$ cat src/rtl/mode_decoder_reg.sv
// Launchpad mode decoder: synchronises the three one-hot mode lines, filters them for
// stability and publishes a registered mode code, LED vector, valid flag and change strobe.
module mode_decoder_reg #(
    parameter int unsigned STABLE_CYCLES = 4,   // 1..15
    parameter bit          HOLD_ON_IDLE  = 1'b1
) (
    input  logic       clk,
    input  logic       rst_n,
    input  logic       mod_1,
    input  logic       mod_2,
    input  logic       mod_3,
    output logic [1:0] mode_code,
    output logic [2:0] mode_led,
    output logic       mode_valid,
    output logic       mode_change
);

    localparam logic [3:0] CNT_MAX  = 4'(STABLE_CYCLES);
    localparam logic [3:0] CNT_LAST = 4'(STABLE_CYCLES - 1);

    typedef enum logic {
        S_NONE   = 1'b0,
        S_LOCKED = 1'b1
    } state_e;

    logic [2:0] sync1_q, sync2_q;
    logic [1:0] sync_code;
    logic [1:0] cand_q, cand_d;
    logic [3:0] cnt_q, cnt_d;
    logic       commit_ok, has_target, do_commit;
    logic [1:0] target;
    state_e     state_q, state_d;
    logic [1:0] mode_code_q, mode_code_d;
    logic [2:0] mode_led_q, mode_led_d;
    logic       mode_valid_q, mode_valid_d;
    logic       mode_change_q, mode_change_d;

    // Two-flop synchroniser; bit order is {mod_3, mod_2, mod_1}.
    // NOTE: sequential state uses non-blocking assignments so every flop samples pre-edge values.
    always_ff @(posedge clk or negedge rst_n) begin
        if (!rst_n) begin
            sync1_q <= '0;
            sync2_q <= '0;
        end else begin
            sync1_q <= {mod_3, mod_2, mod_1};
            sync2_q <= sync1_q;
        end
    end

    always_comb begin
        unique case (sync2_q)
            3'b001:  sync_code = 2'b01;
            3'b010:  sync_code = 2'b10;
            3'b100:  sync_code = 2'b11;
            default: sync_code = 2'b00;
        endcase
    end

    // Stability filter: any disagreement with the candidate restarts the count.
    // NOTE: every signal written here gets a default first, so no latch can be inferred.
    always_comb begin
        cand_d = cand_q;
        cnt_d  = cnt_q;
        if (sync_code != cand_q) begin
            cand_d = sync_code;
            cnt_d  = '0;
        end else if (cnt_q != CNT_MAX) begin
            cnt_d = cnt_q + 4'd1;
        end
    end

    assign commit_ok  = (sync_code == cand_q) && (cnt_q == CNT_LAST);
    assign target     = cand_q;
    assign has_target = (cand_q != 2'b00) || !HOLD_ON_IDLE;
    assign do_commit  = commit_ok && has_target && (target != mode_code_q);

    always_comb begin
        state_d       = state_q;
        mode_code_d   = mode_code_q;
        mode_led_d    = mode_led_q;
        mode_change_d = 1'b0;
        if (do_commit) begin
            mode_code_d   = target;
            mode_change_d = 1'b1;
            unique case (target)
                2'b01:   mode_led_d = 3'b001;
                2'b10:   mode_led_d = 3'b010;
                2'b11:   mode_led_d = 3'b100;
                default: mode_led_d = 3'b000;
            endcase
            unique case (state_q)
                S_NONE:   if (target != 2'b00) state_d = S_LOCKED;
                S_LOCKED: if (target == 2'b00) state_d = S_NONE;
                default:  state_d = S_NONE;
            endcase
        end
        mode_valid_d = (state_d == S_LOCKED);
    end

    always_ff @(posedge clk or negedge rst_n) begin
        if (!rst_n) begin
            cand_q        <= '0;
            cnt_q         <= '0;
            state_q       <= S_NONE;
            mode_code_q   <= '0;
            mode_led_q    <= '0;
            mode_valid_q  <= 1'b0;
            mode_change_q <= 1'b0;
        end else begin
            cand_q        <= cand_d;
            cnt_q         <= cnt_d;
            state_q       <= state_d;
            mode_code_q   <= mode_code_d;
            mode_led_q    <= mode_led_d;
            mode_valid_q  <= mode_valid_d;
            mode_change_q <= mode_change_d;
        end
    end

    assign mode_code   = mode_code_q;
    assign mode_led    = mode_led_q;
    assign mode_valid  = mode_valid_q;
    assign mode_change = mode_change_q;

endmodule

$ cat config.mk
export PLATFORM = sky130hd
export DESIGN_NAME = mode_decoder_reg
export DESIGN_NICKNAME = d
export VERILOG_FILES = /design/src/rtl/mode_decoder_reg.sv
export SDC_FILE = /design/constraint.sdc
export NUM_CORES = 1
export LEC_CHECK = 0
export BUFFER_PORTS_ARGS = -buffer_cell sky130_fd_sc_hd__buf_2
export CAP_MARGIN = 20
export CORE_MARGIN = 2
export CORE_UTILIZATION = 48
export DETAILED_ROUTE_END_ITERATION = 10
export PLACE_DENSITY = 0.77
export SYNTH_ARGS = -nofsm -noshare
export SYNTH_HDL_FRONTEND = slang
export SYNTH_SLANG_ARGS = --single-unit
$ cat constraint.sdc
create_clock -name clk -period 1.8 [get_ports clk]
set_clock_uncertainty 0.15 [all_clocks]
set_input_delay 0.54 -clock clk [delete_from_list [all_inputs] [get_ports clk]]
set_output_delay 0.54 -clock clk [all_outputs]
set_load 0.02 [all_outputs]
==> results of run 1 <==
==> through the flow <==
step	total power, uW	instance area, um2	setup TNS [ns]
2_1_floorplan	681	866	-0.172
3_3_place_gp	764	1010	-0.102
3_5_place_dp	775	1010	-0.252
4_1_cts	992	1050	-0.297
5_1_grt	1050	1060	-0.783
6_report	979	1060	-0.306
==> where the power goes <==
group          switching, uW  internal (uW)  total [uW]
logic                    141            119         259
registers               32.8            476         509
clock network            127           82.7         210
==> cells in the final DEF (no fill, tap or decap), drive strengths merged, types with 2 or more instances in the layout <==
master | netlist | layout
nand2b | 3 | 3
xnor2 | 2 | 2
dfrtp | 19 | 19
nand2 | 3 | 3
clkbuf | 1 | 3
buf | 1 | 23
inv | 6 | 6
a21oi | 2 | 2
nor2 | 6 | 6
ha | 2 | 2
o21ai | 4 | 4
nor2b | 2 | 2
nand3 | 3 | 3
mux2 | 2 | 2
a31o | 2 | 2
mux2i | 3 | 3
==> registers in the layout, indices dropped and copies added, names as in the netlist <==
register,flops
cand_q,2
mode_valid,1
sync2_q,3
mode_led,3
mode_code,2
sync1_q,3
mode_change,1
cnt_q,4
==> repair_timing <==
action                                  CTS  global route
gates cloned                              0             0
endpoints found under the setup margin    4             6
gates resized for setup                   0             1
pin swaps                                 1             0
setup buffers                             2             0
==> worst register-to-register path: stages (launching register included) <==
cell	delay (ns)
dfrtp_1	0.41
or2_1	0.26
a2111oi_4	0.32
a221o_2	0.20
nand3_4	0.08
inv_4	0.09
mux2_4	0.29
==> routing by layer <==
| layer | up-vias | global-route usage |
|---|---|---|
| met5 | - | 0 |
| li1 | 301 | - |
| met2 | 14 | 0.272 |
| met4 | 0 | 0.103 |
| met1 | 300 | 0.176 |
| met3 | 2 | 0.0353 |
==> cells by family after synthesis <==
logic type | count (synthesis) | share of synthesized area
compound gates | 13 | 0.114
flops | 19 | 0.557
simple gates | 23 | 0.148
mux | 5 | 0.0704
buf+inv | 8 | 0.0469
xor+xnor | 2 | 0.0205
fa+ha+maj | 3 | 0.0425
==> final cells by class <==
cell class,count,area [um2]
Inverter,6,25.0
Tap cell,25,31.3
Multi-Input combinational cell,46,358
Sequential cell,19,475
Clock inverter,1,5.00
Clock buffer,3,22.5
Timing Repair Buffer,23,145
Fill cell,144,646
==> worst min path at each step <==
stage / slack, ns / depth (start not counted) / to
floorplan: 0.09 / 0 / cand_q[0]$_DFFE_PN0N_
global placement: 0.18 / 0 / sync2_q[0]$_DFF_PN0_
detailed placement: 0.19 / 0 / sync2_q[1]$_DFF_PN0_
CTS: 0.008 / 1 / mode_led[2]$_DFFE_PN0P_
global route: 0.03 / 1 / mode_led[2]$_DFFE_PN0P_
finish: 0.006 / 1 / mode_led[2]$_DFFE_PN0P_
==> impl_metrics.csv, run 1 <==
group,metric,value,unit
sta,slew_violations,0,
detailed_routing,wl_met1,602,um
grt,grt_start_max_net_pins,20,
sta,finalSetupViolCount,4,
detailed_routing,drt_iter0_markers,14,
detailed_routing,vias_per_cell,5.02,
detailed_routing,top_layer,"met4",
placement,port_buffers,11,
critical_path,crit_path_end_kind,"register",
critical_path,cp_slowest_cell,"dfrtp_1",
placement,gp_congestion,0.756,
critical_path,crit_path_cell_trace,"or2_1, a2111oi_4, a221o_2, nand3_4, inv_4, mux2_4",
sta,setup_slack,-0.110,ns
detailed_routing,met2_length,703,um
status,violations,"negative setup slack",
clock_tree,cts_tree,"done",
logic_synthesis,synthesis.area,853,um2
critical_path,rr_endpoint,"mode_led[0]$_DFFE_PN0P_",
logic_synthesis,synth_fp_nets,80,
clock_tree,cts.path.max_buffers,2,
sta,period_needed,1.91,ns
cells_and_area,syn_to_final_growth,24.5,%
grt,track_usage,0.160,
critical_path,cp_num_cells,6,
critical_path,worstSetupStartpointType,"register",
logic_synthesis,synth_seq_area_share,0.557,
grt,grt_pass1_vias,591,
die,die_w,46.2,um
sta,hold_violations,0,
sta,timing.final.crit_share,1.06,
critical_path,path_buf_inv,1,
logic_synthesis,yosysMostFrequentCell,"dfrtp_1",
cells_and_area,utilization,0.622,
critical_path,r2r.worst_path.cells,6,
critical_path,cp_slowest_stage_delay,0.41,ns
logic_synthesis,yosysWarnings,0,
placement,dp_worst_setup_slack,-0.104,ns
cells_and_area,finalNonFillerCells,123,
logic_synthesis,synthTopCellsByCount,"19 x dfrtp_1, 6 x nor2_1, 5 x inv_1, 4 x o21ai_0",
detailed_routing,wl_per_cell,11.2,um
sta,whs,0.00594,ns
detailed_routing,ant_nets,0,
die,fp-row-count,15,
die,dieArea,2130,um2
logic_synthesis,synth_top_area_share,0.557,
die,coreArea,1710,um2
logic_synthesis,yosys-top-cells-area,"dfrtp_1 56%, mux2i_1 3.5%, mux2_4 3.5%, ha_1 2.9%, nor2_1 2.6%",
clock_tree,clk_latency,0.29,ns
critical_path,reg2reg_slack,-0.11,ns
critical_path,r2r_start,"cand_q[1]$_DFFE_PN0N_",
power,power.leakage,0.000517,uW
logic_synthesis,ys_ff_latch,19,
clock_tree,ctsHoldBuffers,0,
run,cap_violations,0,
detailed_routing,routed_wl,1380,um
cells_and_area,nets,106,
logic_synthesis,yosys.area.top_type,"dfrtp_1",
critical_path,arrival,1.95,ns
detailed_routing,drtPass1Iterations,4,
logic_synthesis,synthCells,73,
clock_tree,cts_inserted_buffers,3,
detailed_routing,drc,0,
die,start_util,0.500,
logic_synthesis,async_flop_share,1.00,
critical_path,crit_fanout,4,
die,pin_count,12,
critical_path,critPathCapture,"mode_led[0]$_DFFE_PN0P_",
clock_tree,clk_pin_slew,0.11,ns
power,peakVddDrop,0.629,mV
critical_path,worstSetupPathType,"register to register",
critical_path,crit_family,"compound AO/OA/AOI/OAI gates",
cells_and_area,n_antenna_cell,0,
power,power_density,921,nW/um2
grt,grt_pass1_wl,2300,um
detailed_routing,dr_wl_met3,62,um
status,status,"finished, violations left",
sta,grt_setup_unrepaired,"true",
die,die_h,46.2,um
clock_tree,cts_root_buf,"clkbuf_4",
clock_tree,cts_sinks,19,
logic_synthesis,synth_area_per_cell,11.7,um2
placement,dp_hpwl,1030,um
logic_synthesis,ys.flop_type,"dfrtp_1",
grt,grt.overflow.total,0,
sta,fmaxAchievable,524,MHz
clock_tree,htreeDepth,1,
sta,tightest_slew,0.471,ns
cells_and_area,drive_above_1_share,0.367,
logic_synthesis,ys_types,30,
hold_path,min_path_type,"input port to asynchronous set/reset pin",
logic_synthesis,synth-edff-count,0,
grt,antenna_found_initial,0,
detailed_routing,via_count,617,
critical_path,worstPathRequired,1.84,ns
placement,dp.cells,117,
critical_path,crit_start,"cand_q[1]$_DFFE_PN0N_",
sta,relSlewSlack,0.686,
No activity file was read; power rests on OpenSTA's default activity.
==> inputs of run 2 (changes only) <==
Settings changed: ABC_CLOCK_PERIOD_IN_PS set to 1800, CELL_PAD_IN_SITES_DETAIL_PLACEMENT set to 1, CELL_PAD_IN_SITES_GLOBAL_PLACEMENT set to 1, CORE_UTILIZATION 48 to 39, PLACE_DENSITY 0.77 to 0.78.
==> run 2 against run 1 <==
  * The flow finishes with violations (negative hold slack, negative setup slack)
  * Maximum frequency decreased by 1.4%
  * Sequential share of layout area decreased by 0.88 points
  * Register-to-register slack got worse by 0.03 ns
  * Global-route usage decreased by 0.79 points
  * Critical path type unchanged
  * Highest routed layer unchanged
==> impl_metrics.csv, run 2 (synthesis gave the netlist of run 1 again) <==
group,metric,value,unit
clock_tree,clk_pin_slew,0.11,ns
sta,timing.final.crit_share,1.08,
detailed_routing,drtPass1Iterations,3,
critical_path,worstSetupPathType,"register to register",
cells_and_area,syn_to_final_growth,27.0,%
die,start_util,0.422,
grt,grt.overflow.total,0,
critical_path,crit_path_end_kind,"register",
run,cap_violations,0,
sta,slew_violations,0,
clock_tree,htreeDepth,1,
die,dieArea,2580,um2
placement,dp_hpwl,1190,um
power,peakVddDrop,0.404,mV
power,power.leakage,0.000520,uW
critical_path,worstSetupStartpointType,"register",
grt,grt_pass1_wl,2770,um
grt,grt_start_max_net_pins,20,
grt,track_usage,0.152,
critical_path,cp_slowest_cell,"dfrtp_1",
cells_and_area,drive_above_1_share,0.424,
power,power_density,926,nW/um2
cells_and_area,n_antenna_cell,0,
sta,finalSetupViolCount,5,
sta,tightest_slew,0.411,ns
placement,gp_congestion,0.825,
sta,whs,-0.00418,ns
detailed_routing,vias_per_cell,5.02,
cells_and_area,nets,107,
detailed_routing,ant_nets,0,
cells_and_area,finalNonFillerCells,126,
sta,hold_violations,10,
cells_and_area,layout_common_cells,"19 x dfrtp_1, 13 x buf_4, 11 x buf_2",
sta,grt_setup_unrepaired,"true",
detailed_routing,via_count,633,
sta,fmaxAchievable,516,MHz
critical_path,worstPathRequired,1.84,ns
grt,antenna_found_initial,0,
die,pin_count,12,
grt,grt_pass1_vias,656,
hold_path,min_path_type,"input port to asynchronous set/reset pin",
clock_tree,cts.path.max_buffers,2,
placement,dp_worst_setup_slack,-0.128,ns
detailed_routing,drt_iter0_markers,3,
critical_path,crit_fanout,3,
clock_tree,cts_sinks,19,
sta,relSlewSlack,0.726,
clock_tree,cts_tree,"done",
detailed_routing,drc,0,
critical_path,crit_path_cell_trace,"or2_1, a2111oi_4, a221o_2, nand3_2, inv_4, mux2_4",
clock_tree,cts_root_buf,"clkbuf_4",
sta,period_needed,1.94,ns
placement,dp.cells,119,
detailed_routing,wl_per_cell,13.1,um
clock_tree,clk_latency,0.31,ns
status,status,"finished, violations left",
die,fp-row-count,16,
die,coreArea,2020,um2
status,violations,"negative hold slack, negative setup slack",
placement,port_buffers,11,
cells_and_area,largest_register_ffs,4,
sta,setup_slack,-0.137,ns
critical_path,crit_family,"compound AO/OA/AOI/OAI gates",
clock_tree,ctsHoldBuffers,0,
die,die_h,50.8,um
cells_and_area,layout_commonest_cell,"dfrtp_1",
clock_tree,cts_inserted_buffers,3,
critical_path,arrival,1.98,ns
cells_and_area,regMostFlops,"cnt_q",
die,die_w,50.8,um
critical_path,path_buf_inv,1,
detailed_routing,routed_wl,1650,um
critical_path,cp_slowest_stage_delay,0.41,ns
[run 2: cell count changes in the layout (fill, tap and decap cells not counted), sizes merged]
cell,before,now
buf,23,24
clkbuf,3,4
clkinv,1,0
[run 2: what timing repair did]
item | in CTS | in global routing
endpoints found under the setup margin | 5 | 9
setup buffers | 1 | 3
pin swaps | 0 | 5
resized for setup | 0 | 7
[run 2: layout make-up]
class                   count  area (um2)
fillers                   233         938
flip-flops and latches     19         475
multi-input cells          46         370
repair buffers             24         153
well taps                  27        33.8
clock buffers               4        26.3
inverters                   6        25.0
[run 2: metrics by stage]
step / total power (uW) / cell area, um2 / utilization / TNS, ns
floorplan: 681 / 866 / - / -0.172
CTS: 1000 / 1050 / 0.519 / -0.463
detailed placement: 780 / 1010 / 0.502 / -0.389
global route: 1070 / 1080 / 0.536 / -1.16
global placement: 768 / 1010 / 0.502 / -0.0936
finish: 1000 / 1080 / 0.536 / -0.487
[run 2: routing by layer]
| layer | vias up | part of all wire | GRT usage |
|---|---|---|---|
| li1 | 300 | - | - |
| met1 | 311 | 0.41 | 0.150 |
| met2 | 17 | 0.51 | 0.281 |
| met3 | 5 | 0.045 | 0.0357 |
| met4 | 0 | 0.033 | 0.0946 |
| met5 | - | 0 | 0 |
[run 2: final timing paths]
| path | startpoint | endpoint | slack [ns] | cells after the start |
|---|---|---|---|---|
| max | cand_q[1]$_DFFE_PN0N_ | mode_led[1]$_DFFE_PN0P_ | -0.14 | 6 |
| min | rst_n | mode_valid$_DFFE_PN0P_ | -0.004 | 1 |
| max reg2reg | cand_q[1]$_DFFE_PN0N_ | mode_led[1]$_DFFE_PN0P_ | -0.14 | 6 |
| min reg2reg | sync1_q[2]$_DFF_PN0_ | sync2_q[2]$_DFF_PN0_ | 0.21 | 0 |
| max in group asynchronous | rst_n | sync2_q[2]$_DFF_PN0_ | 1.21 | 1 |
| min in group clk | mod_2 | sync1_q[1]$_DFF_PN0_ | 0.18 | 1 |
[run 2: report_power, final]
| part | total (uW) | internal [uW] | switching [uW] | leakage (uW) |
|---|---|---|---|---|
| clock network | 218 | 86.6 | 132 | 0.0000150 |
| registers | 511 | 476 | 34.4 | 0.000246 |
| logic | 275 | 126 | 149 | 0.000260 |
==> inputs of run 3 (changes only) <==
Settings changed: ABC_CLOCK_PERIOD_IN_PS 1800 to 2100, BUFFER_PORTS_ARGS -buffer_cell sky130_fd_sc_hd__buf_2 to unset, CORE_MARGIN 2 to unset, CORE_UTILIZATION 39 to 47, DONT_BUFFER_PORTS set to 1, PLACE_DENSITY 0.78 to 0.8.
Clock period 1.8 ns to 2.1 ns, I/O delays scaled along.
==> run 3 against run 2 <==
  * The flow now finishes without violations
  * Global-route usage increased by 1.2 points
  * Register-to-register slack improved by 0.27 ns
  * Sequential power decreased by 6.3%
  * Worst setup slack improved by 0.27 ns
  * Non-clock buffer count decreased by 18
  * Via count decreased by 13%
  * Core utilization increased by 2.5 points
  * Final area decreased by 12%
  * First-iteration DRC count decreased by 67%
  * Sequential cell count unchanged
  * Critical path type unchanged
==> impl_metrics.csv, run 3 (synthesis gave the netlist of run 1 again) <==
group,metric,value,unit
clock_tree,cts_tree,"done",
sta,slew_violations,0,
placement,dp_hpwl,1020,um
critical_path,arrival,2.01,ns
sta,period_needed,1.97,ns
cells_and_area,drive_above_1_share,0.222,
critical_path,worstSetupStartpointType,"register",
die,start_util,0.500,
detailed_routing,drt_iter0_markers,1,
detailed_routing,drtPass1Iterations,2,
clock_tree,clk_latency,0.30,ns
critical_path,cp_slowest_cell,"dfrtp_1",
critical_path,reg2reg_slack,0.13,ns
sta,finalSetupViolCount,0,
sta,grt_setup_unrepaired,"false",
sta,tightest_slew,0.829,ns
power,peakVddDrop,0.509,mV
placement,port_buffers,0,
die,fp-row-count,15,
detailed_routing,vias_per_cell,5.22,
die,dieArea,1990,um2
sta,setup_tns,0,ns
die,die_w,44.6,um
status,status,"finished clean",
critical_path,crit_fanout,6,
cells_and_area,n_antenna_cell,0,
detailed_routing,routed_wl,1420,um
critical_path,crit_path_cell_trace,"or2_1, a2111oi_4, a221o_2, nand3_2, inv_4, mux2_4",
cells_and_area,layout_commonest_cell,"dfrtp_1",
clock_tree,cts.path.max_buffers,2,
clock_tree,cts_inserted_buffers,3,
placement,dp_worst_setup_slack,0.0764,ns
die,pin_count,12,
cells_and_area,nets,89,
grt,grt.overflow.total,0,
clock_tree,cts_root_buf,"clkbuf_4",
detailed_routing,ant_nets,0,
cells_and_area,regMostFlops,"cnt_q",
cells_and_area,syn_to_final_growth,12.2,%
grt,antenna_found_initial,0,
die,coreArea,1710,um2
grt,grt_pass1_vias,520,
grt,grt_pass1_wl,2240,um
power,power_density,842,nW/um2
critical_path,path_buf_inv,1,
run,cap_violations,0,
sta,setup_slack,0.135,ns
clock_tree,htreeDepth,1,
grt,grt_start_max_net_pins,20,
cells_and_area,layout_common_cells,"19 x dfrtp_1, 6 x nor2_1, 5 x inv_1, 5 x buf_4, 4 x o21ai_0",
detailed_routing,via_count,553,
cells_and_area,largest_register_ffs,4,
critical_path,worstSetupPathType,"register to register",
sta,relSlewSlack,0.446,
sta,timing.final.crit_share,0.936,
sta,hold_violations,0,
critical_path,worstPathRequired,2.14,ns
grt,track_usage,0.164,
sta,whs,0.200,ns
detailed_routing,drc,0,
clock_tree,clk_pin_slew,0.11,ns
detailed_routing,wl_per_cell,13.3,um
critical_path,cp_slowest_stage_delay,0.45,ns
die,die_h,44.6,um
critical_path,crit_family,"compound AO/OA/AOI/OAI gates",
critical_path,crit_path_end_kind,"register",
power,power.leakage,0.000434,uW
placement,gp_congestion,0.721,
clock_tree,cts_sinks,19,
sta,fmaxAchievable,509,MHz
cells_and_area,utilization,0.560,
hold_path,min_path_type,"input port to register",
## run 3: area by class of cell
type | count | area, um2
Fill cell | 176 | 751
Clock inverter | 1 | 5.00
Timing Repair Buffer | 6 | 47.5
Tap cell | 25 | 31.3
Sequential cell | 19 | 475
Clock buffer | 3 | 22.5
Inverter | 6 | 25.0
Multi-Input combinational cell | 46 | 350
## run 3: power by group
group          total, uW  internal (uW)  switching (uW)
Clock                183           71.0             112
Sequential           479            408            71.3
Combinational        144           72.2            71.8
## run 3: repair_timing
action / in CTS / in global routing
hold endpoints to repair: 19 / 0
buffers inserted: 0 / 1
endpoints found under the setup margin: 0 / 2
hold buffers: 1 / 0
gates resized for setup: 0 / 1
## run 3: worst paths after layout
| kind | from | to | cells past startpoint |
|---|---|---|---|
| min in group asynchronous | rst_n | mode_led[0]$_DFFE_PN0P_ | 1 |
| worst min register to register | sync1_q[2]$_DFF_PN0_ | sync2_q[2]$_DFF_PN0_ | 0 |
| worst max-delay path | sync2_q[1]$_DFF_PN0_ | mode_led[0]$_DFFE_PN0P_ | 6 |
| max in group asynchronous | rst_n | cnt_q[0]$_DFFE_PN0P_ | 1 |
| worst max register to register | sync2_q[1]$_DFF_PN0_ | mode_led[0]$_DFFE_PN0P_ | 6 |
| worst min-delay path | mod_2 | sync1_q[1]$_DFF_PN0_ | 0 |
## run 3: layer usage
metal	GRT usage	vias up	wire (um)
met4	0.109	0	37
met5	0	-	0
met3	0.0531	4	43
met2	0.265	15	786
li1	-	267	-
met1	0.183	267	547
## run 3: worst register-to-register path, cell delays in order (launching register included)
cell       delay [ns]
dfrtp_1          0.45
or2_1            0.27
a2111oi_4        0.32
a221o_2          0.20
nand3_2          0.09
inv_4            0.09
mux2_4           0.29
## run 3: per-stage QoR
stage          total power, uW  instances  cell area, um2
5_1_grt                    854        106             957
6_report                   806        106             957
2_1_floorplan              581         73             853
4_1_cts                    809        105             937
3_3_place_gp               609        100             900
3_5_place_dp               616        100             900
